## src/rtl/pipeline_hazard_ctrl.sv

```systemverilog
// Stall/flush sequencer for the 5-stage pipeline: load-use bubbles, mispredict redirect/flush, memory hold.
// Optional performance counters are enabled by defining PERF_CNT_EN.
module pipeline_hazard_ctrl #(
    parameter int PC_W         = 8,
    parameter int FLUSH_CYCLES = 1,
    parameter int PERF_W       = 16
) (
    input  logic            clk,
    input  logic            rst_n,
    input  logic            memory_stall,
    input  logic [4:0]      Rs1_1,
    input  logic [4:0]      Rs2_1,
    input  logic            uses_rs2_1,
    input  logic [1:0]      Mem_2,
    input  logic [4:0]      Rd_2,
    input  logic            is_branchInst_3,
    input  logic            taken_3,
    input  logic            prev_taken_3,
    input  logic [PC_W-1:0] target_3,
    output logic            stall_pc,
    output logic            stall_1,
    output logic            stall_2,
    output logic            bubble_2,
    output logic            flush_1,
    output logic            flush_2,
    output logic            redirect_valid,
    output logic [PC_W-1:0] redirect_pc,
`ifdef PERF_CNT_EN
    output logic [PERF_W-1:0] cnt_ldstall,
    output logic [PERF_W-1:0] cnt_flush,
    output logic [PERF_W-1:0] cnt_memstall,
`endif
    output logic [1:0]      state_o
);

    typedef enum logic [1:0] {
        RUN      = 2'd0,
        LD_STALL = 2'd1,
        FLUSH    = 2'd2,
        UNUSED   = 2'd3
    } state_t;

    localparam logic [3:0] FLUSH_INIT = 4'(FLUSH_CYCLES - 1);

    state_t     state_q, state_d;
    logic [3:0] cnt_q, cnt_d;

    logic load_use;
    logic mispredict;
    logic unused_mem_write;

    logic stall_pc_c, stall_1_c, stall_2_c, bubble_2_c;
    logic flush_1_c, flush_2_c, redirect_valid_c;

    assign unused_mem_write = Mem_2[0];

    assign load_use   = Mem_2[1] && (Rd_2 != 5'd0) &&
                        ((Rd_2 == Rs1_1) || (uses_rs2_1 && (Rd_2 == Rs2_1)));
    assign mispredict = is_branchInst_3 && (taken_3 != prev_taken_3);

    always_comb begin
        state_d          = state_q;
        cnt_d            = cnt_q;
        stall_pc_c       = 1'b0;
        stall_1_c        = 1'b0;
        stall_2_c        = 1'b0;
        bubble_2_c       = 1'b0;
        flush_1_c        = 1'b0;
        flush_2_c        = 1'b0;
        redirect_valid_c = 1'b0;
        if (memory_stall) begin
            // Whole pipeline holds; any pending redirect waits for the stall to drop.
            stall_pc_c = 1'b1;
            stall_1_c  = 1'b1;
            stall_2_c  = 1'b1;
        end else begin
            case (state_q)
                RUN, LD_STALL: begin
                    if (mispredict) begin
                        redirect_valid_c = 1'b1;
                        flush_1_c        = 1'b1;
                        flush_2_c        = 1'b1;
                        if (FLUSH_CYCLES > 1) begin
                            state_d = FLUSH;
                            cnt_d   = FLUSH_INIT;
                        end else begin
                            state_d = RUN;
                        end
                    end else if (load_use && (state_q == RUN)) begin
                        stall_pc_c = 1'b1;
                        stall_1_c  = 1'b1;
                        bubble_2_c = 1'b1;
                        state_d    = LD_STALL;
                    end else begin
                        state_d = RUN;
                    end
                end
                FLUSH: begin
                    // Redirect cycle already flushed once, so FLUSH lasts FLUSH_CYCLES-1 cycles.
                    flush_1_c = 1'b1;
                    if (cnt_q <= 4'd1) begin
                        cnt_d   = 4'd0;
                        state_d = RUN;
                    end else begin
                        cnt_d = cnt_q - 4'd1;
                    end
                end
                default: begin
                    state_d = RUN;
                    cnt_d   = 4'd0;
                end
            endcase
        end
    end

    always_ff @(posedge clk or negedge rst_n) begin
        if (!rst_n) begin
            state_q <= RUN;
            cnt_q   <= 4'd0;
        end else begin
            state_q <= state_d;
            cnt_q   <= cnt_d;
        end
    end

    assign stall_pc       = rst_n & stall_pc_c;
    assign stall_1        = rst_n & stall_1_c;
    assign stall_2        = rst_n & stall_2_c;
    assign bubble_2       = rst_n & bubble_2_c;
    assign flush_1        = rst_n & flush_1_c;
    assign flush_2        = rst_n & flush_2_c;
    assign redirect_valid = rst_n & redirect_valid_c;
    assign redirect_pc    = rst_n ? target_3 : '0;
    assign state_o        = state_q;

`ifdef PERF_CNT_EN
    logic [PERF_W-1:0] cnt_ldstall_q, cnt_ldstall_d;
    logic [PERF_W-1:0] cnt_flush_q, cnt_flush_d;
    logic [PERF_W-1:0] cnt_memstall_q, cnt_memstall_d;

    function automatic logic [PERF_W-1:0] sat_inc(input logic [PERF_W-1:0] v, input logic en);
        return (en && (v != {PERF_W{1'b1}})) ? v + 1'b1 : v;
    endfunction

    always_comb begin
        cnt_ldstall_d  = sat_inc(cnt_ldstall_q, bubble_2_c);
        cnt_flush_d    = sat_inc(cnt_flush_q, redirect_valid_c);
        cnt_memstall_d = sat_inc(cnt_memstall_q, memory_stall);
    end

    always_ff @(posedge clk or negedge rst_n) begin
        if (!rst_n) begin
            cnt_ldstall_q  <= '0;
            cnt_flush_q    <= '0;
            cnt_memstall_q <= '0;
        end else begin
            cnt_ldstall_q  <= cnt_ldstall_d;
            cnt_flush_q    <= cnt_flush_d;
            cnt_memstall_q <= cnt_memstall_d;
        end
    end

    assign cnt_ldstall  = cnt_ldstall_q;
    assign cnt_flush    = cnt_flush_q;
    assign cnt_memstall = cnt_memstall_q;
`endif

endmodule

```

## config.mk

```make
export PLATFORM = sky130hd
export DESIGN_NAME = pipeline_hazard_ctrl
export DESIGN_NICKNAME = d
export VERILOG_FILES = /design/src/rtl/pipeline_hazard_ctrl.sv
export SDC_FILE = /design/constraint.sdc
export NUM_CORES = 1
export LEC_CHECK = 0
export CAP_MARGIN = 10
export CORE_AREA = 8 8 45 47
export CTS_CLUSTER_DIAMETER = 60
export DETAILED_ROUTE_END_ITERATION = 10
export DIE_AREA = 0 0 53 55
export DONT_BUFFER_PORTS = 1
export PLACE_DENSITY = 0.43
export SYNTH_ARGS = -nofsm -noshare
export SYNTH_HDL_FRONTEND = slang
export SYNTH_SLANG_ARGS = --single-unit
```

## constraint.sdc

```tcl
create_clock -name clk -period 2.3 [get_ports clk]
set_clock_uncertainty 0.1 [all_clocks]
set_input_delay 0.46 -clock clk [delete_from_list [all_inputs] [get_ports clk]]
set_output_delay 0.46 -clock clk [all_outputs]
set_load 0.02 [all_outputs]
```

* Word level (Yosys, flattened, before mapping)
Index checks and enable logic that the tools add are counted.
Operators by class: $add $sub $neg 1, magnitude comparators 1, equal/unequal tests 6, mux-type cells 18, bitwise logic cells 7, reduce and logical (&&, ||, !) cells 11
Operators by type and width (count):
- two-way mux 1 bit | 12
- equality test 5 bit | 2
- two-way mux 8 bit | 1
- one-hot mux 4 bit (2 select lines) | 1
- AND 1 bit | 5
- logical AND 1 bit | 5
- nonzero test 5 bit | 1
- less-or-equal comparator 4 x 1 -> 1 bit (second input constant) | 1
- two-way mux 4 bit | 1
- one-hot mux 2 bit (2 select lines) | 1
- AND reduction 2 bit | 2
- subtractor 4 x 1 -> 4 bit (second input constant) | 1
- equality test 2 x 1 -> 1 bit (second input constant) | 1
- equality test 2 bit (second input constant) | 1
- logical NOT 2 bit | 1
- two-way mux 2 bit | 1
- inequality test 2 bit (second input constant) | 1
- NOT 1 bit | 2
- one-hot mux 1 bit (2 select lines) | 1
- OR reduction 2 bit | 1
- logical OR 1 bit | 1
- inequality test 1 bit | 1
Storage, ports and cells: bits in registers 6, bits of input ports 32, output and inout port bits 17, logic and storage cells 46

* Depth between registers and ports, before layout
depth after elaboration 10, depth in mapped cells 5

* Least setup slack after synthesis
No wires, ideal clock.
kind input-to-output, from input Rd_2[3], to output stall_pc, arrival 1933 ps, path slack -193 ps, stages on the path 5, path buffers 1, cell sequence xor2_1 nor4_1 a32oi_1 o31ai_1 buf_4
On the way: cells in the longest elaborated chain, start to end 10, elaborated cells between the ends (all ways) 13, those cells by class eq/ne: 2; mux: 4; bitwise: 1; reduce/logical: 6
RTL lines:
- from (decl) | line 15 | input logic [4:0] Rd_2,
- equality test 5 bit | line 58 | ((Rd_2 == Rs1_1) || (uses_rs2_1 && (Rd_2 == Rs2_1)));
- logical AND 1 bit | line 58
- logical OR 1 bit | line 58
- logical AND 1 bit (*) | line 57 | assign load_use = Mem_2[1] && (Rd_2 != 5'd0) &&
- logical AND 1 bit (*) | line 89 | end else if (load_use && (state_q == RUN)) begin
- two-way mux 1 bit (*) (4 in series)
- AND 1 bit (*)
- to (decl) | line 20 | output logic stall_pc,
Mark *: on every way between the ends. The rest lies on a longest branch, timed or not.

* Worst setup path after layout
Ends and elaborated chain as after synthesis.

==> results.sh <==
export IMPL_status="complete, no violations"
export IMPL_path_cells="xor2_1 > nor4_1 > a32oi_1 > o31ai_2 > buf_4"
export IMPL_rows=14
export IMPL_fin_util=0.234
export IMPL_start_kind="input port"
export IMPL_layout_drive_gt1_share=0.146
export IMPL_final_hold_viol_count=0
export IMPL_layout_min_cycle_time_ps=2120
export IMPL_track_usage=0.0546
export IMPL_holdBufCountCts=0
export IMPL_end_kind="output port"
export IMPL_drtIter0Drc=0
export IMPL_antenna_found_initial=0
export IMPL_yosys_area_top_type="xor2_1"
export IMPL_die_h_um=55
export IMPL_dp_hpwl_um=900
export IMPL_cp_slowest_stage_delay_ps=280
export IMPL_syn_inst=42
export IMPL_synth_seq_cells=1
export IMPL_core_um2=1380
export IMPL_critical_path_arrival_ps=1560
export IMPL_wirelength_um=927
export IMPL_slew_violations=0
export IMPL_worstRegToRegCells=2
export IMPL_maxCapViolCount=0
export IMPL_crit_path_top_delay_cell="nor4_1"
export IMPL_die_width_um=53
export IMPL_final_common_cell="xor2_1"
export IMPL_fmax_mhz=471
export IMPL_grt_pass1_wl_mm=1.28
export IMPL_clkTransAtPathRegs_ps=0
export IMPL_power_total_w=0.0000728
export IMPL_drtPass1Iterations=1
export IMPL_postSynthAreaPerCell_um2=7.03
export IMPL_hold_class="in -> async"
export IMPL_postCtsSetupRepairBufs=0
export IMPL_worstSkewPairLatency_ps=0
export IMPL_fin_tns_setup_ps=0
export IMPL_p_per_area_nw_per_um2=225
export IMPL_ys_types=14
export IMPL_syn_nets=74
export IMPL_largest_reg_flops=1
export IMPL_port_buffers=0
export IMPL_post_drt_wl_per_cell_um=16.3
export IMPL_ys_top_cells_by_area="xor2_1 30%, and2_1 17%, buf_4 10%"
export IMPL_grt_overflow_total=0
export IMPL_synth_area_um2=295
export IMPL_place_congestion=0.617
export IMPL_initial_core_util=0.213
export IMPL_grt_max_degree=12
export IMPL_yosysSeqAreaShare=0.0847
export IMPL_syn2layout_area_growth_pct=9.75
export IMPL_drc=0
export IMPL_cp_required_ps=1740
export IMPL_io_pins=49
export IMPL_fp_dieArea_um2=2920
export IMPL_via_per_inst=5.11
export IMPL_setup_violations=0
export IMPL_vdd_drop_max_v=0.0000558
export IMPL_antenna_cells=0
export IMPL_nNetsFinal=75
export IMPL_grt_pass1_vias=309
export IMPL_post_cts_resized=0
export IMPL_num_vias=291
export IMPL_layout_common_cells="10 x xor2_1, 8 x and2_1, 4 x nand2_1, 3 x buf_4"
export IMPL_rsz0062_at_grt="false"
export IMPL_synth_top_cell_area_share=0.297
export IMPL_period_share=0.923
export IMPL_p_leak_nw=0.134
export IMPL_crit_type="in -> out"
export IMPL_crit_fanout=3
export IMPL_postRouteAntennaNets=0
export IMPL_ys_warnings_count=0
==> Yosys cell counts <==
| cell | n |
|---|---|
| dfrtp_1 | 1 |
| inv_1 | 2 |
| xnor2_1 | 1 |
| o31ai_1 | 2 |
| nor3_1 | 3 |
| nand4b_1 | 1 |
| a32oi_1 | 1 |
| nand2_1 | 4 |
| and2_1 | 8 |
| conb_1 | 1 |
| buf_4 | 4 |
| nor4_1 | 2 |
| nor2_1 | 2 |
| xor2_1 | 10 |
==> logic make-up after synthesis <==
| group | Yosys count | share of synthesized area |
|---|---|---|
| AOI/OAI and AO/OA | 3 | 0.0805 |
| xor gates and xnor gates | 11 | 0.326 |
| buffers and inverters | 6 | 0.127 |
| DFF | 1 | 0.0847 |
| other | 1 | 0.0127 |
| and+or+nand+nor | 20 | 0.369 |
==> power breakdown <==
group / switching (W) / internal, W
Sequential: 0.000000928 / 0.0000183
Combinational: 0.0000341 / 0.0000194
Clock: 0 / 0
Total: 0.0000350 / 0.0000378
==> metrics by stage <==
stage	hold WS, ps	std cells	cell area (um2)	worst slack, ps
6_report	64.4	57	324	178
3_5_place_dp	64.6	57	318	145
2_1_floorplan	64.4	42	300	4.58
4_1_cts	64.6	57	318	137
3_3_place_gp	64.6	57	318	134
5_1_grt	64.5	57	324	47.6
==> final timing paths <==
check	end	startpoint	slack [ps]
worst max-delay path	stall_pc	Rd_2[3]	180
worst min-delay path	state_o[0]$_DFFE_PN0N_	rst_n	60
worst max register to register	state_o[0]$_DFFE_PN0N_	state_o[0]$_DFFE_PN0N_	1140
worst min register to register	state_o[0]$_DFFE_PN0N_	state_o[0]$_DFFE_PN0N_	530
max in group asynchronous	state_o[0]$_DFFE_PN0N_	rst_n	1970
min in group clk	state_o[0]$_DFFE_PN0N_	memory_stall	460
==> metal layers <==
metal / vias up / GRT usage / routed length (um)
li1: 133 / - / -
met1: 118 / 0.0514 / 282
met2: 40 / 0.0977 / 380
met3: 0 / 0.0428 / 264
met4: 0 / 0 / 0
met5: - / 0 / 0
==> worst max-delay path, delay by kind of cell <==
kind            cells  cell delay, ps
simple gates        1             280
buf+inv             1             220
compound gates      2             470
xor+xnor            1             140
==> layout make-up <==
cell class	instances	area, um2
tap	16	20.0
inverter	2	7.51
multi-input combinational	35	249
timing repair buffer	3	22.5
sequential	1	25.0
fill	159	1060
Power figures use the tool's default switching activity.
